--- config.mk ---
export PLATFORM = sky130hd
export DESIGN_NAME = traffic_density_sensor
export DESIGN_NICKNAME = d
export VERILOG_FILES = /design/src/rtl/traffic_pkg.sv /design/src/rtl/det_channel.sv /design/src/rtl/traffic_density_sensor.sv
export SDC_FILE = /design/constraint.sdc
export NUM_CORES = 1
export LEC_CHECK = 0
export ABC_CLOCK_PERIOD_IN_PS = 6800
export CELL_PAD_IN_SITES_DETAIL_PLACEMENT = 1
export CELL_PAD_IN_SITES_GLOBAL_PLACEMENT = 1
export CORE_ASPECT_RATIO = 0.7
export CORE_MARGIN = 4
export CORE_UTILIZATION = 50
export CTS_CLUSTER_DIAMETER = 80
export CTS_CLUSTER_SIZE = 28
export DETAILED_ROUTE_END_ITERATION = 8
export PLACE_DENSITY = 0.89
export SKIP_CTS_REPAIR_TIMING = 1
export SLEW_MARGIN = 20
export SYNTH_ARGS = -nofsm -noshare
export SYNTH_HDL_FRONTEND = slang
export SYNTH_SLANG_ARGS = --single-unit
--- constraint.sdc ---
create_clock -name clk -period 6.8 [get_ports clk]
set_input_delay 1.36 -clock clk [delete_from_list [all_inputs] [get_ports clk]]
set_output_delay 1.36 -clock clk [all_outputs]
set_load 0.01 [all_outputs]
--- src/rtl/traffic_pkg.sv ---
// ---------------------------------------------------------------------------
// traffic_pkg
// Shared definitions for the traffic-density interface between the sensor
// block and the adaptive signal controller.
//   DENS_NONE / DENS_LOW / DENS_MED / DENS_HIGH : 2-bit density codes
//   classify_density()                          : window count -> density code
// ---------------------------------------------------------------------------
package traffic_pkg;

    localparam logic [1:0] DENS_NONE = 2'b00;
    localparam logic [1:0] DENS_LOW  = 2'b01;
    localparam logic [1:0] DENS_MED  = 2'b10;
    localparam logic [1:0] DENS_HIGH = 2'b11;

    // Thresholds are tested lowest first, so a count is placed in the
    // highest band whose threshold it reaches.
    function automatic logic [1:0] classify_density(
        input int unsigned count,
        input int unsigned th_low,
        input int unsigned th_med,
        input int unsigned th_high
    );
        if (count < th_low) begin
            return DENS_NONE;
        end else if (count < th_med) begin
            return DENS_LOW;
        end else if (count < th_high) begin
            return DENS_MED;
        end
        return DENS_HIGH;
    endfunction

endpackage

--- src/rtl/det_channel.sv ---
// ---------------------------------------------------------------------------
// det_channel
// One loop-detector channel: two-flop synchroniser, debounce filter and a
// saturating arrival counter.
// Ports:
//   clk, reset : clock, synchronous active-high reset
//   det        : raw asynchronous detector level (1 = vehicle over loop)
//   clear      : zero the arrival counter on this edge (window boundary)
//   arrival    : high in the cycle whose edge accepts a filtered 0->1 change
//   count      : arrivals counted since the last clear, saturating
// ---------------------------------------------------------------------------
module det_channel #(
    parameter int unsigned DEBOUNCE_CYCLES = 8,
    parameter int unsigned CNT_W           = 8
) (
    input  logic             clk,
    input  logic             reset,
    input  logic             det,
    input  logic             clear,
    output logic             arrival,
    output logic [CNT_W-1:0] count
);

    localparam int unsigned      STAB_W    = $clog2(DEBOUNCE_CYCLES + 1);
    localparam logic [STAB_W-1:0] STAB_LAST = STAB_W'(DEBOUNCE_CYCLES - 1);
    localparam logic [CNT_W-1:0]  CNT_MAX   = '1;

    logic              s1;
    logic              s2;
    logic              level;
    logic [STAB_W-1:0] stab;
    logic              accept;

    // The stability counter holds the number of mismatching cycles already
    // seen; the edge that would make it DEBOUNCE_CYCLES accepts the change.
    assign accept  = (s2 != level) && (stab == STAB_LAST);
    assign arrival = accept && s2;

    always_ff @(posedge clk) begin
        if (reset) begin
            s1    <= 1'b0;
            s2    <= 1'b0;
            level <= 1'b0;
            stab  <= '0;
            count <= '0;
        end else begin
            s1 <= det;
            s2 <= s1;

            if (s2 == level) begin
                stab <= '0;
            end else if (accept) begin
                level <= s2;
                stab  <= '0;
            end else begin
                stab <= stab + STAB_W'(1);
            end

            // An arrival coinciding with clear belongs to the closing window;
            // the top level folds it into that window's count.
            if (clear) begin
                count <= '0;
            end else if (arrival && (count != CNT_MAX)) begin
                count <= count + CNT_W'(1);
            end
        end
    end

endmodule

--- src/rtl/traffic_density_sensor.sv ---
// ---------------------------------------------------------------------------
// traffic_density_sensor
// Counts vehicle arrivals on four approaches over a fixed window and
// publishes a registered 2-bit density code per approach.
// Build option: define DENSITY_HYST_EN to add downward hysteresis on the
// published codes (a drop needs two consecutive lower windows).
// Ports:
//   clk, reset                       : clock, synchronous active-high reset
//   det_north/south/east/west        : raw asynchronous loop detectors
//   sensor_north/south/east/west     : registered density codes
//   sample_valid                     : one-cycle pulse, high in the first cycle
//                                      the new codes are visible
// sample_valid is a pure strobe: no ready, the consumer must take the codes
// while it is high or read the held codes any time before the next strobe.
// ---------------------------------------------------------------------------
module traffic_density_sensor
    import traffic_pkg::*;
#(
    parameter int unsigned WINDOW_CYCLES   = 1000,
    parameter int unsigned DEBOUNCE_CYCLES = 8,
    parameter int unsigned CNT_W           = 8,
    parameter int unsigned TH_LOW          = 3,
    parameter int unsigned TH_MED          = 6,
    parameter int unsigned TH_HIGH         = 10
) (
    input  logic       clk,
    input  logic       reset,
    input  logic       det_north,
    input  logic       det_south,
    input  logic       det_east,
    input  logic       det_west,
    output logic [1:0] sensor_north,
    output logic [1:0] sensor_south,
    output logic [1:0] sensor_east,
    output logic [1:0] sensor_west,
    output logic       sample_valid
);

    localparam int unsigned      WIN_W    = $clog2(WINDOW_CYCLES);
    localparam logic [WIN_W-1:0] WIN_LAST = WIN_W'(WINDOW_CYCLES - 1);
    localparam logic [CNT_W-1:0] CNT_MAX  = '1;

    logic [WIN_W-1:0] win_cnt;
    logic             win_end;
    logic [3:0]       det_raw;
    logic [3:0]       arrival;
    logic [CNT_W-1:0] count     [4];
    logic [CNT_W-1:0] count_eff [4];
    logic [1:0]       cls       [4];
    logic [1:0]       next_code [4];
    logic [1:0]       code      [4];

    assign det_raw = {det_west, det_east, det_south, det_north};
    assign win_end = (win_cnt == WIN_LAST);

    for (genvar g = 0; g < 4; g++) begin : g_ch
        det_channel #(
            .DEBOUNCE_CYCLES (DEBOUNCE_CYCLES),
            .CNT_W           (CNT_W)
        ) u_ch (
            .clk     (clk),
            .reset   (reset),
            .det     (det_raw[g]),
            .clear   (win_end),
            .arrival (arrival[g]),
            .count   (count[g])
        );
    end

    // Classify with any arrival on this same edge included, saturating.
    always_comb begin
        for (int i = 0; i < 4; i++) begin
            count_eff[i] = count[i];
            if (arrival[i] && (count[i] != CNT_MAX)) begin
                count_eff[i] = count[i] + CNT_W'(1);
            end
            cls[i] = classify_density(32'(count_eff[i]), TH_LOW, TH_MED, TH_HIGH);
        end
    end

`ifdef DENSITY_HYST_EN
    // Classification of the previous window, per approach.
    logic [1:0] hist [4];

    always_comb begin
        for (int i = 0; i < 4; i++) begin
            next_code[i] = code[i];
            if (cls[i] >= code[i]) begin
                next_code[i] = cls[i];
            end else if (hist[i] < code[i]) begin
                // Two windows in a row below the output: settle on the higher.
                next_code[i] = (cls[i] > hist[i]) ? cls[i] : hist[i];
            end
        end
    end

    always_ff @(posedge clk) begin
        if (reset) begin
            for (int i = 0; i < 4; i++) hist[i] <= DENS_NONE;
        end else if (win_end) begin
            for (int i = 0; i < 4; i++) hist[i] <= cls[i];
        end
    end
`else
    always_comb begin
        for (int i = 0; i < 4; i++) next_code[i] = cls[i];
    end
`endif

    always_ff @(posedge clk) begin
        if (reset) begin
            win_cnt      <= '0;
            sample_valid <= 1'b0;
            for (int i = 0; i < 4; i++) code[i] <= DENS_NONE;
        end else begin
            sample_valid <= win_end;
            if (win_end) begin
                win_cnt <= '0;
                for (int i = 0; i < 4; i++) code[i] <= next_code[i];
            end else begin
                win_cnt <= win_cnt + WIN_W'(1);
            end
        end
    end

    assign sensor_north = code[0];
    assign sensor_south = code[1];
    assign sensor_east  = code[2];
    assign sensor_west  = code[3];

endmodule

## Word-level counts from Yosys, hierarchy flattened

Memory sizes are Yosys's and may differ from the RTL's.
Index checks and enable logic that the tools add are counted.

- Add/subtract/negate cells: 9
- Multiply operators: 0
- Divide/modulo/power cells: 0
- $lt $le $gt $ge: 12
- Equal/unequal tests: 17
- Shift operators: 0
- Muxes and demuxes: 41
- Bitwise logic cells: 8
- Reduce and logical (&&, ||, !) cells: 21

Operators by type and width:

| operator | count |
|---|---|
| 2-to-1 mux 2 bit | 20 |
| adder 8 x 1 -> 8 bit (second input constant) | 4 |
| < comparator 8 x 2 -> 1 bit (second input constant) | 4 |
| < comparator 8 x 3 -> 1 bit (second input constant) | 4 |
| < comparator 8 x 4 -> 1 bit (second input constant) | 4 |
| 2-to-1 mux 8 bit | 4 |
| != test 8 bit (second input constant) | 4 |
| 2-to-1 mux 1 bit | 17 |
| adder 4 x 1 -> 4 bit (second input constant) | 4 |
| == test 4 x 3 -> 1 bit (second input constant) | 4 |
| logical AND 1 bit | 12 |
| OR reduction 3 bit | 4 |
| adder 10 x 1 -> 10 bit (second input constant) | 1 |
| == test 10 bit (second input constant) | 1 |
| AND reduction 2 bit | 4 |
| == test 1 bit | 4 |
| != test 1 bit | 4 |
| NOT 1 bit | 4 |
| bitwise OR 1 bit | 4 |
| OR reduction 2 bit | 1 |

- Register bits after elaboration: 71
- Latch bits: 0
- Bits in writable memories: 8
- Bits in read-only memories: 0
- Output and inout bits: 9
- Memories: 1

Memory list:

| name | depth | bits a word | read ports | clocked after Yosys merged registers in | write ports | RTL line | source |
|---|---|---|---|---|---|---|---|
| code | 4 | 2 | 4 | 0 | 4 | traffic_density_sensor.sv:51 | `logic [1:0] code [4];` |

## Depth between registers and ports, before layout

Gate-level depths: netlist of the first run.

- Word-level depth: 11
- Gate-level depth with buffers: 9
- Mapped depth without buffers: 8

## By module

Synthesis of the first run repeated with hierarchy kept, for this count alone.

- Cell total of the unflattened synthesis: 472
- Area total of the unflattened synthesis: 4192.8 µm²

Modules (own cells, without submodules):

| module | times used | cells each | area an instance (µm²) | seq. area each (µm²) |
|---|---|---|---|---|
| det_channel | 4 | 73 | 665.6 | 300.3 |
| traffic_density_sensor | 1 | 180 | 1530.2 | 460.4 |

## Worst setup path after synthesis of the first run

No wires, ideal clock.

- Kind: input-to-reg
- Start point: input port reset
- End point: memory code[0][0] (enable)
- Library setup time: 376 ps
- Arrival time: 2054 ps
- Required time: 6424 ps
- Setup slack: 4370 ps
- Cell stages on the path: 3
- Cell sequence: nand2b_1 clkbuf_1 buf_1

RTL lines:

| what | RTL line | source |
|---|---|---|
| start, declared | traffic_density_sensor.sv:27 | `input logic reset,` |
| end, declared | traffic_density_sensor.sv:51 |  |

==> metrics.md, run 1 <==
| Metric | Value |
|---|---|
| Fraction of power consumed by combinational cells | `approximately 2.6%` |
| Die height | `about 80 microns` |
| WL final | `between 8000 and 9000 microns` |
| Antenna Violating Nets Remaining | `0` |
| Post-synthesis cell count | `roughly 400` |
| Top_reg_cell synth | `dfxtp_1` |
| Post-route fraction of the period consumed by the critical path | `between 40% and 50%` |
| Run status | `finished, final reports clean` |
| Clk network pwr share | `42.6%` |
| Worst path max stage delay | `roughly 0.95 ns` |
| Post-detailed-route DRC marker count | `0` |
| Worst ir drop on vdd | `0.0001160 V` |
| Critical path startpoint category | `input port` |
| Largest net degree at the start of global routing | `49` |
| Top-count cell post-synth | `dfxtp_1` |
| Ordered cell list for the critical path | `clkdlybuf4s50_1, nand2b_2` |
| Total placed instance area | `between 3000 and 4000 sq um` |
| Aggregate negative setup slack | `0 ns` |
| Wire length of the first global-routing pass | `between 10000 and 15000 microns` |
| GP Congestion | `between 0.7 and 0.8` |
| Overflow left after global routing | `0` |
| Fraction of layout cells with a size suffix above 1 | `between 6 and 7%` |
| Type of the setup path with the least slack | `in2reg` |
| Min cycle time layout | `approximately 3.3 ns` |
| Static leakage | `around 1.5 nW` |
| Total vias in the final route | `between 2000 and 3000` |
| Worst path required time | `6.77 ns` |
| Global-route total usage across every layer | `about a fifth` |
| H-tree levels | `3` |
| Max-capacitance violation count | `0` |
| Met2 wire length | `about 3700 microns` |
| Net count after synthesis | `about 420` |
| Max Buffers Root-to-Sink | `2` |
| Detailed-route vias per instance | `5.496` |
| Element type at the critical path end | `flip-flop` |
| FF-to-FF setup slack | `around 4.2 ns` |
| Net Sw Power | `roughly 0.19 mW` |
| Number of clock sinks | `79` |
| Inserted Diodes | `0` |
| Total I/O pin count | `15` |
| Combined area of the multi-input logic cells | `1907 sq um` |
| Clock insertion delay at the later pin of the skew report | `around 0.35 ns` |
| Max FO, Critical Path | `48` |
| Synth cell types | `48` |
| Mapped cell area | `~3700 sq um` |
| DR top layer | `met4` |
| DP HPWL | `5606 microns` |
| Routed length on met3 | `210 microns` |
| PnR worst setup slack | `approximately 3.5 ns` |
| Top area cells in the synthesized netlist | `dfxtp_1 39%, nor2_1 7.0%, edfxtp_1 6.6%, xor2_1 4.8%, mux2i_1 4.1%` |
| Sequential Area | `1662 sq um` |
| Slowest cell on the critical path | `nand2b_2` |
| Warning count from the yosys run | `0` |
| Number of gates on the worst path with buffers counted | `2` |
| Class of the most critical hold timing path | `reg2reg` |
| Largest delay share family, worst path | `simple AND/OR/NAND/NOR gates` |
| Drt first-iter violations | `about 200` |
| CTS buffer count | `9` |
| Clock tree from TritonCTS | `yes` |
| Clock tree skew after final layout | `roughly 0.012 ns` |
| Share of synthesized flip-flops with an asynchronous set or reset | `0%` |
| Post-place setup slack | `roughly 3.1 ns` |
| Max-slew violation count | `0` |
| Clock-pin slew reported for the worst setup and hold paths after clock tree synthesis | `around 0.08 ns` |
| PwrDens | `roughly 210 nW/um^2` |
| Highest Clock Rate | `303.0 MHz` |
| Cells on Worst Hold Path | `1` |
| Slew Limit Headroom | `29.89%` |
| Mean area per synthesized cell | `9.069 sq um` |
| 1st-pass router iterations | `4` |
| Core outline area | `between 6000 and 7000 sq um` |
| Setup repair after global routing missed its margin | `false` |
| Total Power | `about 0.88 mW` |
| Final hold violations | `0` |
| Initial cell density of the core | `52.87%` |
| Synth top area share | `between 30 and 40%` |
| Wirelength per Cell | `~16 microns` |
| Synthesis-stage register bit count | `79` |
| FILL cells | `812` |
| Switching Fraction | `between 20% and 30%` |
| Initial antenna violation count | `0` |
| Final instance area | `roughly 4100 sq um` |
| Die footprint | `8763 sq um` |
| Fraction of power consumed by sequential logic | `54.8%` |
| Measured slew at the worst slew-check pin | `~1.1 ns` |
| Biggest area consumer among synthesized cells | `dfxtp_1` |
| Internal power of the cells | `just under 0.7 mW` |
| Register-to-Register Path Depth | `7` |
| Proportion of synthesized chip area in sequential cells | `between 40% and 50%` |
| EDFF count, synth | `8` |
| Data arrival time of the worst path | `around 3.3 ns` |
| Number of global-route vias before repair | `a little over 3000` |
| Die X | `between 100 and 150 microns` |
| Synth-to-layout area growth | `11.64%` |
| Row cnt | `25` |
| Cell at the root of the clock tree | `clkbuf_8` |
| Buffers & Inverters on Critical Path | `1` |
| Number of port buffers | `14` |
| Synth cell count leaders | `71 x dfxtp_1, 68 x nor2_1, 26 x nand2_1, 20 x nand3_1, 20 x xor2_1` |
| M1 WL | `3907 microns` |
| Number of nets in the layout | `430` |
| Final setup viols | `0` |
## registers in the layout, indices dropped and copies added (netlist names)
register / flops
g_ch.u_ch.count: 32
g_ch.u_ch.stab: 16
win_cnt: 10
code: 8
g_ch.u_ch.level: 4
g_ch.u_ch.s1: 4
g_ch.u_ch.s2: 4
sample_valid: 1
## logic make-up after synthesis
| group | synth area share, % |
|---|---|
| buffers and inverters | 2.431 |
| DFF | 45.46 |
| adders and majority gates | 3.081 |
| muxes | 4.724 |
| AOI/OAI and AO/OA | 7.498 |
| xor gates and xnor gates | 8.627 |
| and+or+nand+nor | 28.18 |
## worst paths after layout
| check | start | to |
|---|---|---|
| setup / recovery | reset | code[2][1] |
| hold / removal | g_ch[1].u_ch.s1 | g_ch[1].u_ch.s2 |
| setup reg to reg | g_ch[0].u_ch.stab[0] | code[0][0] |
| hold reg to reg | g_ch[1].u_ch.s1 | g_ch[1].u_ch.s2 |
## power by group through the flow
stage          clock network, mW  logic, mW  registers (mW)
2_1_floorplan                  0     0.0124           0.490
3_3_place_gp                   0     0.0219           0.490
3_5_place_dp                   0     0.0229           0.491
4_1_cts                    0.384     0.0230           0.480
5_1_grt                    0.407     0.0257           0.481
6_report                   0.373     0.0225           0.480
## cells in the final DEF, fill, tap and decap left out, types with 3 or more instances in the layout
cell type / Yosys / final
a21oi_1: 8 / 8
a311oi_1: 3 / 3
and3_1: 10 / 10
and4_1: 4 / 4
clkbuf_8: 0 / 10
clkdlybuf4s50_1: 0 / 14
dfxtp_1: 71 / 71
edfxtp_1: 8 / 8
ha_1: 9 / 9
inv_1: 10 / 10
mux2i_1: 15 / 15
nand2_1: 26 / 26
nand2b_1: 12 / 11
nand3_1: 20 / 20
nand3b_1: 7 / 7
nand4_1: 7 / 7
nor2_1: 68 / 68
nor2b_1: 14 / 14
nor3_1: 7 / 7
nor3b_1: 3 / 3
nor4b_1: 3 / 3
o21a_1: 5 / 5
o21ai_0: 10 / 10
or3_1: 5 / 5
xnor2_1: 16 / 16
xor2_1: 20 / 20
## layer usage
metal  track usage [%]  up-vias
li1                  -     1406
met4             9.102        0
met3             4.689       20
met1             26.65     1362
met2             33.96       37
met5                 0        -
## stage by stage
| stage | instances | utilization, % | hold WS (ns) |
|---|---|---|---|
| 6_report | 514 | 59.02 | 0.4417 |
| 5_1_grt | 514 | 59.02 | 0.4701 |
| 4_1_cts | 514 | 59.02 | 0.4499 |
| 3_5_place_dp | 498 | 55.89 | 0.4309 |
| 3_3_place_gp | 498 | 55.89 | 0.4186 |
| 2_1_floorplan | 403 | - | 0.4138 |
## cell type report
cell class	instances	share of cell area [%]
Timing Repair Buffer	14	3.435
Tap cell	94	2.883
Sequential cell	79	40.72
Clock inverter	4	1.227
Inverter	10	0.9200
Clock buffer	12	4.079
Multi-Input combinational cell	301	46.73
No activity file was read; power rests on OpenSTA's default activity.
==> run 2: changes to the inputs <==
- ABC_CLOCK_PERIOD_IN_PS: 6800 -> 2800
- CORE_UTILIZATION: 50 -> 42
- PLACE_DENSITY: 0.89 -> 0.8
- clock period: 6.8 -> 2.8 ns (I/O delays scaled with it)
==> run 2 against run 1 <==
Core utilization decreased by 8.1 points; sequential power up 140%; combinational power grew to 2.7 times the previous value; worst setup slack lost 3.1 ns; highest routed layer unchanged.
==> metrics.md, run 2 (synthesized netlist as in run 1, its figures left out) <==
| Metric | Value |
|---|---|
| Wire length of the first global-routing pass | `13390 microns (-7.1%)` |
| Slew Limit Headroom | `46.24% (+16 points)` |
| Number of global-route vias before repair | `2822 (-6.6%)` |
| Measured slew at the worst slew-check pin | `0.7861 ns (-0.2655 ns)` |
| Final hold violations | `0 (unchanged)` |
| Clock tree from TritonCTS | `yes` |
| Total I/O pin count | `15 (unchanged)` |
| Worst ir drop on vdd | `0.0005215 V (+350%)` |
| FF-to-FF setup slack | `0.37 ns (-3.86 ns)` |
| Initial cell density of the core | `43.11% (-9.8 points)` |
| H-tree levels | `3 (unchanged)` |
| Die X | `119.5 microns (+8.4%)` |
| Hold slack final | `0.4409 ns (-0.0007190 ns)` |
| Aggregate negative setup slack | `0 ns (unchanged)` |
| Layout Utilization | `50.94% (-8.1 points)` |
| Max FO, Critical Path | `6 (-88%)` |
| Top library cells by usage in the layout, fill and taps aside | `71 x dfxtp_1, 68 x nor2_1, 26 x nand2_1` |
| Worst hold path endpoint | `g_ch[1].u_ch.s2` |
| Drt first-iter violations | `92 (-55%)` |
| Cell at the root of the clock tree | `clkbuf_16` |
| WL final | `7606 microns (-5.7%)` |
| Initial antenna violation count | `0 (unchanged)` |
| Clock insertion delay at the later pin of the skew report | `0.33 ns (-0.02 ns)` |
| Max-capacitance violation count | `0 (unchanged)` |
| Global-route total usage across every layer | `15.96% (-5.0 points)` |
| Max Buffers Root-to-Sink | `2 (unchanged)` |
| Inserted Diodes | `0 (unchanged)` |
| Highest Clock Rate | `411.8 MHz` |
| Largest registers | `g_ch.u_ch.count x32, g_ch.u_ch.stab x16, win_cnt x10` |
| Fraction of power consumed by sequential logic | `45.2% (-9.6 points)` |
| Number of clock sinks | `79 (unchanged)` |
| DP HPWL | `5332 microns (-4.9%)` |
| Data arrival time of the worst path | `2.52 ns (-0.75 ns)` |
| Antenna Violating Nets Remaining | `0 (unchanged)` |
| Die height | `86.05 microns (+8.2%)` |
| Post-route fraction of the period consumed by the critical path | `between 80 and 90%` |
| Number of nets in the layout | `436 (+1.4%)` |
| Largest net degree at the start of global routing | `27 (-45%)` |
| PwrDens | `597.2 nW/um^2 (+180%)` |
| Final setup viols | `0 (unchanged)` |
| Class of the most critical hold timing path | `reg2reg` |
| Hold path start | `g_ch[1].u_ch.s1` |
| Clk network pwr share | `52.4% (+9.8 points)` |
| FILL cells | `974 (+20%)` |
| Fraction of power consumed by combinational cells | `2.4% (-0.2 points)` |
| Setup repair after global routing missed its margin | `false` |
| FF-to-FF End | `code[0][0]` |
| Internal power of the cells | `2.087 mW (+200%)` |
| Critical path startpoint category | `flip-flop` |
| 1st-pass router iterations | `4 (unchanged)` |
| Post-detailed-route DRC marker count | `0 (unchanged)` |
| Max reg flops | `32 (unchanged)` |
| Register-to-Register Path Depth | `7 (unchanged)` |
| Total Power | `2.579 mW (+190%)` |
| Fraction of layout cells with a size suffix above 1 | `7.746% (+1.6 points)` |
| Detailed-route vias per instance | `5.114 (-7.0%)` |
| CTS buffer count | `9 (unchanged)` |
| Clock-pin slew reported for the worst setup and hold paths after clock tree synthesis | `0.06 ns (-0.02 ns)` |
| Number of port buffers | `14 (unchanged)` |
| Core outline area | `8478 sq um (+23%)` |
| Element type at the critical path end | `flip-flop` |
| Wirelength per Cell | `13.93 microns (-11%)` |
| Clock tree skew after final layout | `0.004998 ns (-0.007459 ns)` |
| Commonest non-fill, non-tap cell in the layout | `dfxtp_1` |
| Max-slew violation count | `0 (unchanged)` |
| Static leakage | `1.633 nW (+6.5%)` |
| Overflow left after global routing | `0 (unchanged)` |
| Synth-to-layout area growth | `18.18%` |
| GP Congestion | `0.8225 (+5.9%)` |
| Largest Register | `g_ch.u_ch.count` |
| Die footprint | `10280 sq um (+17%)` |
| Total vias in the final route | `2792 (-1.2%)` |
| Worst path required time | `2.89 ns (-3.88 ns)` |
| Type of the setup path with the least slack | `reg2reg` |
| Switching Fraction | `19.07% (-2.4 points)` |
| Row cnt | `28 (+12%)` |
| Net Sw Power | `0.4920 mW (+160%)` |
| Cells on Worst Hold Path | `1 (unchanged)` |
| Run status | `finished, final reports clean` |
| Min cycle time layout | `between 2 and 2.5 ns` |
| Beginning of the worst register-to-register path | `g_ch[0].u_ch.stab[0]` |
==> run 2: changes by cell type in the layout (fill, tap and decap cells not counted), sizes merged <==
cell      before  now
buf            0    6
clkbuf        12   14
clkinv         2    0
clkinvlp       0    1
inv           11   10
==> run 2: worst max-delay path by stage <==
stage / to / cells after the start / slack [ns] / startpoint
after floorplan: code[1][0] / 8 / 0.57 / g_ch[1].u_ch.stab[0]
after global placement: code[0][0] / 7 / 0.48 / g_ch[0].u_ch.count[0]
after detailed placement: code[1][0] / 7 / 0.38 / g_ch[1].u_ch.stab[0]
after CTS: code[0][0] / 7 / 0.34 / g_ch[0].u_ch.stab[0]
after global routing: code[2][1] / 7 / 0.13 / g_ch[2].u_ch.stab[0]
final: code[0][0] / 7 / 0.37 / g_ch[0].u_ch.stab[0]
==> run 2: per-layer routing <==
| layer | track usage [%] | part of all wire [%] |
|---|---|---|
| met1 | 20.50 | 51 |
| met2 | 26.18 | 45 |
| met3 | 4.812 | 3.3 |
| met4 | 4.678 | 1.1 |
| met5 | 0 | 0 |
==> run 2: through the flow <==
step	cell area, sq um	instances	worst slack [ns]
detailed placement	3954	530	0.3791
CTS	4319	546	0.3422
global route	4319	546	0.1274
floorplan	3655	403	0.5690
global placement	3954	530	0.4770
finish	4319	546	0.3717
==> run 2: final cells by class <==
type | count | area (sq um) | share of cell area [%]
Clock buffer | 14 | 327.8 | 7.590
Timing Repair Buffer | 20 | 197.7 | 4.577
Inverter | 10 | 37.54 | 0.8691
Sequential cell | 79 | 1662 | 38.47
Clock inverter | 2 | 37.54 | 0.8691
Multi-Input combinational cell | 301 | 1907 | 44.15
Tap cell | 120 | 150.1 | 3.476
==> run 2: worst max-delay path: stages (launching register included) <==
cell,delay [ns]
dfxtp_1,0.36
ha_1,0.19
and3b_1,0.23
nand3b_1,0.21
nor2_1,0.41
mux2i_1,0.40
mux2i_1,0.13
o31a_1,0.25
==> run 2: power by group through the flow <==
stage	Clock (mW)	Combinational [mW]	Sequential [mW]
6_report	1.35	0.0608	1.17
5_1_grt	1.44	0.0676	1.17
4_1_cts	1.40	0.0624	1.17
3_5_place_dp	0	0.0620	1.19
3_3_place_gp	0	0.0610	1.19
2_1_floorplan	0	0.0301	1.19
